`src/rtl/pres_dc.sv`:
```
// Presettable down counter used as a load-and-expire interval timer.
// Load captures p, counting ends with a one-cycle tc pulse, then stops (one-shot) or reloads (periodic).
//
// state | meaning
// IDLE  | expired, reset or loaded with zero; q holds and en is ignored
// COUNT | q decrements on each enabled clock until the terminal step at q=1
module pres_dc #(
  parameter int reg_size = 4
) (
  input  logic                clk,
  input  logic                rst,
  input  logic [reg_size-1:0] p,
  input  logic                load,
  input  logic                en,
  input  logic                reload,
  output logic [reg_size-1:0] q,
  output logic                tc,
  output logic                busy
);

  typedef enum logic {IDLE, COUNT} state_t;

  localparam logic [reg_size-1:0] ZERO = '0;
  localparam logic [reg_size-1:0] ONE  = {{(reg_size-1){1'b0}}, 1'b1};

  state_t              state;
  logic [reg_size-1:0] r;

  always_ff @(posedge clk or posedge rst) begin
    if (rst) begin
      q     <= ZERO;
      r     <= ZERO;
      state <= IDLE;
      tc    <= 1'b0;
      busy  <= 1'b0;
    end else if (load) begin
      q  <= p;
      r  <= p;
      tc <= 1'b0;
      if (p != ZERO) begin
        state <= COUNT;
        busy  <= 1'b1;
      end else begin
        state <= IDLE;
        busy  <= 1'b0;
      end
    end else begin
      case (state)
        IDLE: begin
          tc   <= 1'b0;
          busy <= 1'b0;
        end
        COUNT: begin
          if (!en) begin
            tc <= 1'b0;
          end else if (q == ONE) begin
            // Terminal step: reload mode is sampled only here.
            tc <= 1'b1;
            if (reload) begin
              q    <= r;
              busy <= 1'b1;
            end else begin
              q     <= ZERO;
              state <= IDLE;
              busy  <= 1'b0;
            end
          end else begin
            q  <= q - ONE;
            tc <= 1'b0;
          end
        end
        default: begin
          state <= IDLE;
          tc    <= 1'b0;
          busy  <= 1'b0;
        end
      endcase
    end
  end

endmodule

```
`config.mk`:
```
export PLATFORM = sky130hd
export DESIGN_NAME = pres_dc
export DESIGN_NICKNAME = d
export VERILOG_FILES = /design/src/rtl/pres_dc.sv
export SDC_FILE = /design/constraint.sdc
export NUM_CORES = 1
export LEC_CHECK = 0
export CAP_MARGIN = 20
export CORE_MARGIN = 2
export CORE_UTILIZATION = 35
export DETAILED_ROUTE_END_ITERATION = 6
export HOLD_SLACK_MARGIN = 0.06
export SLEW_MARGIN = 20
export SYNTH_ARGS = -nofsm -noshare
export SYNTH_HDL_FRONTEND = slang
export SYNTH_SLANG_ARGS = --single-unit
```
`constraint.sdc`:
```
create_clock -name clk -period 1.9 [get_ports clk]
set_input_delay 0.475 -clock clk [delete_from_list [all_inputs] [get_ports clk]]
set_output_delay 0.475 -clock clk [all_outputs]
set_load 0.02 [all_outputs]
```
==> results.md <==
* Leakage power summed over all cells at 0.372 nW
* Tcrit/Tclk final at 97.1%
* First-pass iteration count of the detailed router at 4
* Cell variety after synth at 28
* I/O pins at 15
* Synthesized netlist net count at 70
* Most common cell after layout, fill and taps aside: clkdlybuf4s50_1
* Site row count at 15
* Overall fraction of global-route tracks in use at 15.5%
* Combinational group share of total power at 27.9%
* Synthesis-stage register bit count at 11
* Number of global-route vias before repair at 498
* Core box area at 1690 sq um
* Cell internal power dissipation at 427 uW
* Final hold slack at 488 ps
* Number of antenna diodes at 0
* Deepest clock path buffer count at 2
* CTS buffer count at 3
* Clock tree from TritonCTS: built
* Yosys warns at 0
* Final-report setup violation count at 0
* Placement Setup Slack at 140 ps
* Cell Area, Synth at 617 sq um
* Clock network latency to the later pin of the worst-skew pair at 270 ps
* Detail Route Antenna Nets at 0
* Proportion of power drawn by flip-flops and latches at 45.6%
* Global-route wire length before repair at 2310 microns
* Post-layout min period at 1850 ps
* Tightest Pin Transition at 417 ps
* Crit-path max FO at 7
* Total routed wirelength at 1340 microns
* Via Count at 520
* Nets at 91
* Setup repair after global routing missed its margin: no
* Worst reg2reg endpoint: q[1]$_DFFE_PP0P_
* Switching power summed over all nets at 188 uW
* Routed length per instance at 14.0 microns
* Crit path launch type: register
* Share of the yosys chip area belonging to registers at 44.6%
* Highest achievable clock rate at 542 MHz
* DRC at 0
* Setup TNS at 0 ps
* Slack of the worst reg-to-reg path at 230 ps
* Initial antenna violation count at 0
* Critical Path RT at 1420 ps
* Fraction of the core area covered by cells at the end of the flow at 48.8%
* Reg clk slew, reported paths at 80 ps
* Initial DRC count at 6
* Height of the die at 46.0 microns
* Crit path buf inv count at 1
* H-tree depth at 1
* Global-route congestion overflow total at 0
* Logic depth of the worst path, buffers included at 1
* Sw Share at 30.6%
* WS Path Type: register to output port
* Status: completed
* Critical Path End Type: output port
* Total die area at 2110 sq um
* CP peak stage delay at 640 ps
* Vias per std cell at 5.42
* Final critical-path setup slack at 54.2 ps
* Power density of the placed cells at 746 nW/um^2
* Worst-path cell chain: clkdlybuf4s50_1
* Commonest cells after routing, fill and taps aside: 13 x clkdlybuf4s50_1, 11 x dfrtp_1, 6 x inv_1
* Die extent in x at 46.0 microns
* # Post-CTS Setup Buffers at 0
* Arrival time at the worst endpoint at 1370 ps
* Total number of clock tree sinks at 11
* Count of final hold-check violations at 0
* Largest vdd supply drop at 0.298 mV
* Effective utilization at floorplan at 36.5%
* Synth Instances at 59
* Filler cells at 161
* Path category of the worst min-delay check: input port to asynchronous set/reset pin
* Hold buffers post-CTS at 0
* Avg Synthesized Cell Area at 10.5 sq um
* Pin count of the biggest net entering global routing at 12
* Gp weighted congestion at 0.729
* Area growth, synth to finish at 33.7%
* Top Family by Delay on Critical Path: buffers and inverters
* Root cell of the clock tree: clkbuf_4
* Number of port buffers at 14
* Cell depth of the worst flop-to-flop path at 4
* Slew HR at 72.2%
* Max cap viols at 0
* Post-DP HPWL at 1020 microns
* Critical Path Slowest Stage Cell: clkdlybuf4s50_1
* Portion of total power attributed to the clock network at 26.5%
* Clock tree skew after final layout at 7.01 ps
* Start of the worst register-to-register path: q[0]$_DFFE_PP0P_
* Number of pins exceeding their max-slew limit in the final report at 0
* Share of cells above drive strength 1 at 13.9%
[cell families (layout without fill, tap and decap cells)]
group                    after synthesis  in the layout  share of synthesized area (%)
flip-flops                            11             11                           44.6
multiplexers                           6              6                           10.5
adder cells (fa/ha/maj)                2              2                           4.06
AO/OA/AOI/OAI                         16             16                           19.5
AND/OR/NAND/NOR                       17             17                           16.8
buffers and inverters                  7             27                           4.46
[layer usage]
metal | vias up | GRT usage, % | wire [microns] | part of all wire, %
li1 | 260 | - | - | -
met1 | 245 | 21.7 | 636 | 47
met2 | 13 | 23.3 | 655 | 49
met3 | 2 | 1.19 | 35 | 2.6
met4 | 0 | 8.57 | 14 | 1.0
met5 | - | 0 | 0 | 0
[power groups by stage]
stage	Combinational (mW)	Sequential (mW)	Clock [mW]
4_1_cts	0.173	0.281	0.169
3_3_place_gp	0.173	0.284	0
3_5_place_dp	0.172	0.285	0
5_1_grt	0.190	0.284	0.180
2_1_floorplan	0.0804	0.299	0
6_report	0.171	0.281	0.163
[layout make-up]
type | instances | area [sq um] | area share [%]
Clock buffer | 4 | 26.3 | 3.19
Inverter | 6 | 22.5 | 2.73
Multi-Input combinational cell | 41 | 314 | 38.1
Sequential cell | 11 | 275 | 33.4
Tap cell | 17 | 21.3 | 2.58
Timing Repair Buffer | 17 | 165 | 20.0
[Yosys cell counts]
cell type,instances,area [sq um]
a22oi_1,2,15.0
nand2_1,3,11.3
ha_1,2,25.0
o21ai_1,1,5.00
inv_1,6,22.5
dfrtp_1,11,275
buf_2,1,5.00
o31ai_2,1,12.5
mux2_2,3,33.8
a311oi_1,1,8.76
mux2i_1,2,20.0
nor2_1,4,15.0
o21ai_0,2,10.0
a41o_1,1,10.0
o41ai_1,2,17.5
o31ai_1,1,7.51
nor3b_2,1,12.5
nor3_1,2,10.0
and4b_1,1,10.0
nand2b_1,2,12.5
mux2_1,1,11.3
a22o_1,1,8.76
or4b_1,1,10.0
nand3_1,1,5.00
a21oi_1,3,15.0
nand4bb_1,1,11.3
o2bb2a_1,1,10.0
nor2b_1,1,6.26
[repair_timing]
action | in CTS | in global routing
resized for setup | 0 | 1
endpoints found under the setup margin | 0 | 1
hold endpoints to repair | 0 | 0
[how the worst max path moves through the flow]
stage                           from                to  slack, ps
global placement              reload  q[1]$_DFFE_PP0P_        100
floorplan           q[0]$_DFFE_PP0P_  q[1]$_DFFE_PP0P_        260
CTS                 q[0]$_DFFE_PP0P_              q[0]         40
global route        q[2]$_DFFE_PP0P_              q[2]          4
detailed placement            reload  q[1]$_DFFE_PP0P_        140
finish              q[2]$_DFFE_PP0P_              q[2]         50
[per-stage QoR]
step | std cells | area, sq um | power [mW]
after detailed placement | 92 | 796 | 0.458
after floorplan | 59 | 617 | 0.380
final | 96 | 825 | 0.615
after global routing | 96 | 825 | 0.654
after global placement | 92 | 796 | 0.457
after CTS | 96 | 822 | 0.623
[flip-flops by register name, indices dropped and copies added (netlist names)]
register  flops
busy          1
tc            1
q             4
r             4
state         1
No activity file was read; power rests on OpenSTA's default activity.
